--- config.mk ---
export PLATFORM = sky130hd
export DESIGN_NAME = eth_rx_framer
export DESIGN_NICKNAME = d
export VERILOG_FILES = /design/src/rtl/eth_rx_framer.sv
export SDC_FILE = /design/constraint.sdc
export NUM_CORES = 1
export LEC_CHECK = 0
export CAP_MARGIN = 20
export CELL_PAD_IN_SITES_DETAIL_PLACEMENT = 0
export CELL_PAD_IN_SITES_GLOBAL_PLACEMENT = 1
export CORE_AREA = 8 8 103 81
export CTS_CLUSTER_SIZE = 20
export DETAILED_ROUTE_END_ITERATION = 10
export DIE_AREA = 0 0 111 89
export DONT_BUFFER_PORTS = 1
export PLACE_DENSITY = 0.85
export SYNTH_ARGS = -nofsm -noshare
export SYNTH_HDL_FRONTEND = slang
export SYNTH_SLANG_ARGS = --single-unit
--- constraint.sdc ---
create_clock -name clk -period 2.1 [get_ports clk]
set_input_delay 0.63 -clock clk [delete_from_list [all_inputs] [get_ports clk]]
set_output_delay 0.63 -clock clk [all_outputs]
set_load 0.005 [all_outputs]
--- src/rtl/eth_rx_framer.sv ---
// rtl/eth_rx_framer.sv - Ethernet receive framer: preamble/SFD detect, FCS strip, frame verdict
// Optional CRC-32 check is built only when ETH_RX_FRAMER_CRC_EN is defined.
module eth_rx_framer #(
    parameter int unsigned MIN_LEN = 64,
    parameter int unsigned MAX_LEN = 1518
) (
    input  logic       clk,
    input  logic       rst_n,
    input  logic       rx_valid,
    input  logic       rx_error,
    input  logic [7:0] rx_data,
    output logic       out_valid,
    output logic [7:0] out_data,
    output logic       out_sof,
    output logic       out_eof,
    output logic       out_good
);

    typedef enum logic [1:0] {
        S_IDLE,
        S_PREAMBLE,
        S_DATA,
        S_DROP
    } state_t;

    localparam logic [7:0]  PRE_BYTE  = 8'h55;
    localparam logic [7:0]  SFD_BYTE  = 8'hD5;
    localparam logic [15:0] MIN_LEN_C = 16'(MIN_LEN);
    localparam logic [15:0] MAX_LEN_C = 16'(MAX_LEN);
    localparam logic [15:0] FCS_DEPTH = 16'd5;

    state_t           state_q;
    logic [4:0][7:0]  dly_q;
    logic [15:0]      cnt_q;
    logic [15:0]      cnt_d;
    logic             err_q;
    logic             crc_ok;
    logic             len_ok;
    logic             have_payload;

    // Byte counter saturates so oversize frames cannot wrap back into the legal range.
    assign cnt_d        = (cnt_q == 16'hFFFF) ? cnt_q : cnt_q + 16'd1;
    assign len_ok       = (cnt_q >= MIN_LEN_C) && (cnt_q <= MAX_LEN_C);
    assign have_payload = (cnt_q >= FCS_DEPTH);

`ifdef ETH_RX_FRAMER_CRC_EN
    logic [31:0] crc_q;
    logic [31:0] crc_d;

    function automatic logic [31:0] crc32_byte(input logic [31:0] crc, input logic [7:0] data);
        logic [31:0] c;
        c = crc ^ {24'h0, data};
        for (int i = 0; i < 8; i++) begin
            c = c[0] ? ((c >> 1) ^ 32'hEDB88320) : (c >> 1);
        end
        return c;
    endfunction

    // Next CRC value for the byte currently on rx_data.
    always_comb begin
        crc_d = crc32_byte(crc_q, rx_data);
    end

    // CRC is held at its seed outside DATA so it is fresh on every frame start.
    always_ff @(posedge clk or negedge rst_n) begin
        if (!rst_n) begin
            crc_q <= 32'hFFFFFFFF;
        end else if (state_q != S_DATA) begin
            crc_q <= 32'hFFFFFFFF;
        end else if (rx_valid) begin
            crc_q <= crc_d;
        end
    end

    // Running CRC over data plus FCS lands on the fixed residue for an intact frame.
    assign crc_ok = (crc_q == 32'hDEBB20E3);
`else
    assign crc_ok = 1'b1;
`endif

    // Framing FSM with registered outputs; the 5-byte delay line hides the trailing FCS.
    always_ff @(posedge clk or negedge rst_n) begin
        if (!rst_n) begin
            state_q   <= S_IDLE;
            dly_q     <= '0;
            cnt_q     <= '0;
            err_q     <= 1'b0;
            out_valid <= 1'b0;
            out_data  <= 8'h00;
            out_sof   <= 1'b0;
            out_eof   <= 1'b0;
            out_good  <= 1'b0;
        end else begin
            out_valid <= 1'b0;
            out_sof   <= 1'b0;
            out_eof   <= 1'b0;
            out_good  <= 1'b0;

            if (state_q != S_DATA) begin
                cnt_q <= '0;
                err_q <= 1'b0;
            end

            case (state_q)
                S_IDLE: begin
                    if (rx_valid) begin
                        if (rx_data == PRE_BYTE) begin
                            state_q <= S_PREAMBLE;
                        end else if (rx_data == SFD_BYTE) begin
                            state_q <= S_DATA;
                        end else begin
                            state_q <= S_DROP;
                        end
                    end
                end

                S_PREAMBLE: begin
                    if (!rx_valid) begin
                        state_q <= S_IDLE;
                    end else if (rx_data == SFD_BYTE) begin
                        state_q <= S_DATA;
                    end else if (rx_data != PRE_BYTE) begin
                        state_q <= S_DROP;
                    end
                end

                S_DATA: begin
                    if (rx_valid) begin
                        dly_q <= {dly_q[3:0], rx_data};
                        cnt_q <= cnt_d;
                        err_q <= err_q | rx_error;
                        if (have_payload) begin
                            out_valid <= 1'b1;
                            out_data  <= dly_q[4];
                            out_sof   <= (cnt_q == FCS_DEPTH);
                        end
                    end else begin
                        state_q <= S_IDLE;
                        if (have_payload) begin
                            out_valid <= 1'b1;
                            out_data  <= dly_q[4];
                            out_sof   <= (cnt_q == FCS_DEPTH);
                            out_eof   <= 1'b1;
                            out_good  <= crc_ok && !err_q && len_ok;
                        end
                    end
                end

                S_DROP: begin
                    if (!rx_valid) begin
                        state_q <= S_IDLE;
                    end
                end

                default: begin
                    state_q <= S_IDLE;
                end
            endcase
        end
    end

endmodule

# After elaboration in Yosys (flattened, before gate mapping)
# Cells that the tools add are included.
# Widths: inputs -> output; s select.
[word_totals] elab_cells=63 output_inout_bits=12 reg_bits=71 in_bits=12
[op_classes] n_lt_le_gt_ge=3 eq_ne=13 bitwise_logic=1 muxes=24 reduce_logical=8 addsub=1
[ops] cell="$mux 16" count=4
[ops] cell="$add 16x1->16 const B" count=1
[ops] cell="$eq 16x16->1 const B" count=1
[ops] cell="$eq 16x3->1 const B" count=1
[ops] cell="$ge 16x3->1 const B" count=1
[ops] cell="$ge 16x7->1 const B" count=1
[ops] cell="$le 16x11->1 const B" count=1
[ops] cell="$mux 1" count=13
[ops] cell="$mux 2" count=6
[ops] cell="$eq 8x7->1 const B" count=1
[ops] cell="$eq 8x8->1 const B" count=1
[ops] cell="$ne 8x7->1 const B" count=1
[ops] cell="$ne 2x2->1 const B" count=3
[ops] cell="$pmux 2 s3" count=1
[ops] cell="$eq 2x2->1 const B" count=2
[ops] cell="$ne 4x4->1 const B" count=1
[ops] cell="$reduce_and 2->1" count=2
[ops] cell="$ne 3x3->1 const B" count=1
[ops] cell="$reduce_and 3->1" count=1
[ops] cell="$eq 2x1->1 const B" count=1
[ops] cell="$logic_and 1x1->1" count=2
[ops] cell="$logic_not 2->1" count=1
[ops] cell="$reduce_or 2->1" count=1
[ops] cell="$logic_not 1->1" count=1
[ops] cell="$or 1x1->1" count=1

# Logic depth before layout (Yosys ltp)
[logic_depth] word_depth=6 depth_mapped=7 ltp_nobuf=6

# Least setup slack after synthesis
# Ideal clock, no wire load.
[synth_path] path_kind="input to register" from="input rx_valid" to="register cnt_q[5]" path_stages=6 arrival_time_ps=1749 path_buffers=2 setup_time_ps=87 slack_ps=264 required_ps=2013 cell_sequence="buf_4 > nand3b_4 > nor4_4 > buf_6 > a211oi_2 > a211oi_2"
[synth_via] elab_chain_len=2 elab_cells_between_ends=3 classes_between="eq/ne (1); mux (2)"
[synth_rtl] item="start, declared" line_no="9" source="input logic rx_valid,"
[synth_rtl] item="$mux 16" line_no="128" source="if (rx_valid) begin"
[synth_rtl] item="$mux 16" line_no="104" source="case (state_q)"
[synth_rtl] item="end signal, assigned" line_no="130" source="cnt_q <= cnt_d;"
[synth_rtl] item="end, declared" line_no="34" source="logic [15:0] cnt_q;"
# Several ways; a longest one is shown, not always the timed one.
# A chain may end at the register's enable or synchronous reset.

# Worst setup path after layout
[layout_path] from="register cnt_q[10]" to="register out_data[1]"
[layout_via] elab_chain_len=2
[layout_rtl] item="$ge 16x3->1" line_no="44" source="assign have_payload = (cnt_q >= FCS_DEPTH);"
[layout_rtl] item="$reduce_and 2->1 (no source line)"
[layout_rtl] item="end signal, assigned" line_no="134" source="out_data <= dly_q[4];"
[layout_rtl] item="end signal, assigned" line_no="141" source="out_data <= dly_q[4];"
[layout_rtl] item="end, declared" line_no="13" source="output logic [7:0] out_data,"
# No other way between the ends.

==> results.yml <==
run_status:
  status: "finished with violations"
  violations: "negative hold slack"
setup_path:
  required_ns: 2.32
  slowest_delay_ns: 0.44
  timing.critical_path.cells: "nor4_1 -> nand4_1 -> o21a_1 -> mux2_4"
  crit_path_max_fanout: 9
  worstSetupPathType: "reg2reg"
  worstPathArrival_ns: 2.18
  crit_path_start_kind: "flop"
  critPathSlowestCell: "dfrtp_1"
  cp-end-kind: "flop"
clocking:
  cts_sinks: 71
  cts_tree: "built"
  cts_buffer_depth: 2
  cts_resized: 0
  cts_root_buffer: "clkbuf_8"
  cts_buffers: 9
  clk_latency_ns: 0.34
  cts_setup_buffers: 0
  clk_pin_slew_worst_paths_ns: 0.07
  htreeDepth: 3
grt:
  met2_usage_pct: 17.4
  use_met3_pct: 5.10
  grt_pass1_wl_mm: 9.83
  antenna_found_initial: 0
  grt_pass1_vias: 1866
  grt_start_max_net_pins: 72
  top_usage_layer: "met2"
  use_met1_pct: 17.4
  overflow: 0
  grt_usage_pct: 12.7
power_and_ir_drop:
  power_frac_comb_pct: 10.9
  clkPwrFrac_pct: 34.3
  sw_frac_of_total_pct: 22.6
  p_int_uw: 2590
  switchingPower_uw: 753
  peakVddDrop_v: 0.000605
  leakagePower_uw: 0.00154
  seqPwrFrac_pct: 54.8
  p_per_area_mw_per_mm2: 944
die:
  dieArea_mm2: 0.00988
  boundaryPins: 24
  fp.dieW_um: 111
  core-area_mm2: 0.00667
  initial_core_util_pct: 48.7
  die_h_um: 89
  placementRows: 26
placed_design:
  portBuffers: 0
  hpwl_mm: 4.09
  dpl_cell_area_mm2: 0.00332
  place.gp.congestion: 0.865
sta:
  rsz0062_at_grt: "no"
  tightest_slew_ns: 0.527
  post-route-period-util_pct: 93.2
  hold_viol: 71
  tns_ns: 0
  min_period_ns: 1.96
  fin_skew_ns: 0.00590
  hold_ws_ns: -0.0199
  fmax_mhz: 511
  slew-limit-headroom_pct: 64.8
  setup-violations-final: 0
  maxSlewViolCount: 0
layout:
  drive_above_1_share_pct: 31.3
  nNetsFinal: 274
  final_area_mm2: 0.00353
  postLayoutCoreUtil_pct: 53.0
  final_cell_mix: "71 x dfrtp_1, 39 x mux2_2, 23 x nand2_1"
  diodes: 0
  final_common_cell: "dfrtp_1"
  syn_to_final_growth_pct: 8.78
route:
  drc_errors: 0
  vias: 1964
  first_pass_iters: 4
  drt-initial-drc-count: 133
  wl_mm: 5.77
  wire_per_inst_um: 16.7
  via_per_inst: 5.68
  postRouteAntennaNets: 0
synthesis:
  synth_flop_cell: "dfrtp_1"
  synth.distinct_cells: 51
  synthArstFlopShare_pct: 100
  synth_top_area_share_pct: 54.7
  ys_top_cells_by_area: "dfrtp_1 55%, mux2_2 14%, mux2_4 3.7%, nand2_1 2.7%, mux2i_1 2.2%"
  syn_avg_cell_area_um2: 12.8
  synth_fp_nets: 269
  yosysSeqAreaShare_pct: 54.7
  synthesis.area_mm2: 0.00325
  syn_inst: 253
  synth_enable_flop_cells: 0
  ys_warn_count: 0
  synth-seq-cells: 71
  yosys.area.top_type: "dfrtp_1"
job:
  max-cap-violations: 0
worst_hold_path:
  hold_path_class: "in2async"
[worst paths after layout]
check	to	depth (start not counted)	start	slack, ns
worst min register to register	dly_q[7]	2	dly_q[7]	0.49
worst min-delay path	dly_q[9]	0	rst_n	-0.02
worst max register to register	out_data[1]	4	cnt_q[10]	0.14
min in group clk	state_q[0]	1	rx_data[7]	0.40
max in group asynchronous	cnt_q[9]	0	rst_n	2.03
worst max-delay path	out_data[1]	4	cnt_q[10]	0.14
[cells by family after synthesis]
group / after synthesis / synth area share (%)
XOR/XNOR: 1 / 0.270
AO/OA/AOI/OAI: 35 / 8.24
flip-flops: 71 / 54.7
multiplexers: 54 / 19.4
adder cells (fa/ha/maj): 4 / 1.54
AND/OR/NAND/NOR: 64 / 12.0
buffers and inverters: 24 / 3.93
[cells in the mapped netlist (2+ instances only)]
cell type	n
dfrtp_1	71
mux2_2	39
nand2_1	23
inv_1	9
a21oi_1	8
mux2_4	8
mux2i_1	7
nand4_1	6
clkbuf_1	5
nand2b_1	5
buf_6	4
ha_1	4
nand3_1	4
nor2_1	4
nor3_1	4
a21oi_2	3
and4_1	3
buf_2	3
o21ai_1	3
a2111o_1	2
a211oi_1	2
a211oi_2	2
a311oi_1	2
and3_1	2
nor4_1	2
nor4bb_1	2
o21ai_0	2
[per-layer routing]
| metal | routed length, um | vias to the layer above |
|---|---|---|
| met2 | 2390 | 49 |
| li1 | - | 937 |
| met5 | 0 | - |
| met4 | 109 | 0 |
| met3 | 420 | 7 |
| met1 | 2850 | 971 |
[power by group through the flow]
| stage | sequential, uW | combinational (uW) | clock [uW] |
|---|---|---|---|
| 2_1_floorplan | 1800 | 332 | 0 |
| 3_3_place_gp | 1840 | 345 | 0 |
| 3_5_place_dp | 1860 | 369 | 0 |
| 4_1_cts | 1840 | 370 | 1180 |
| 5_1_grt | 1880 | 401 | 1240 |
| 6_report | 1830 | 363 | 1140 |
[per-stage QoR]
stage | std cells | worst slack, ns | total power [uW]
floorplan | 253 | 0.264 | 2130
global placement | 331 | 0.239 | 2190
detailed placement | 331 | 0.154 | 2230
CTS | 346 | 0.150 | 3390
global route | 346 | 0.0259 | 3520
finish | 346 | 0.143 | 3340
[area by class of cell]
| type | instances | area [um^2] |
|---|---|---|
| Multi-Input combinational cell | 158 | 1350 |
| Clock inverter | 6 | 86.3 |
| Clock buffer | 9 | 124 |
| Inverter | 10 | 37.5 |
| Sequential cell | 71 | 1780 |
| Timing Repair Buffer | 8 | 60.1 |
| Tap cell | 84 | 105 |
| Fill cell | 556 | 3130 |
[flip-flops by register name (all words and copies together) (netlist names)]
name / cells
out_sof: 1
out_data: 8
cnt_q: 16
state_q: 2
out_valid: 1
out_good: 1
dly_q: 40
out_eof: 1
err_q: 1
[worst max-delay path, delay by kind of cell, from the launching register on]
family | cells | cell delay, ns
compound gates | 1 | 0.42
flops | 1 | 0.44
mux | 1 | 0.36
simple gates | 2 | 0.61
No activity file was read; power rests on OpenSTA's default activity.
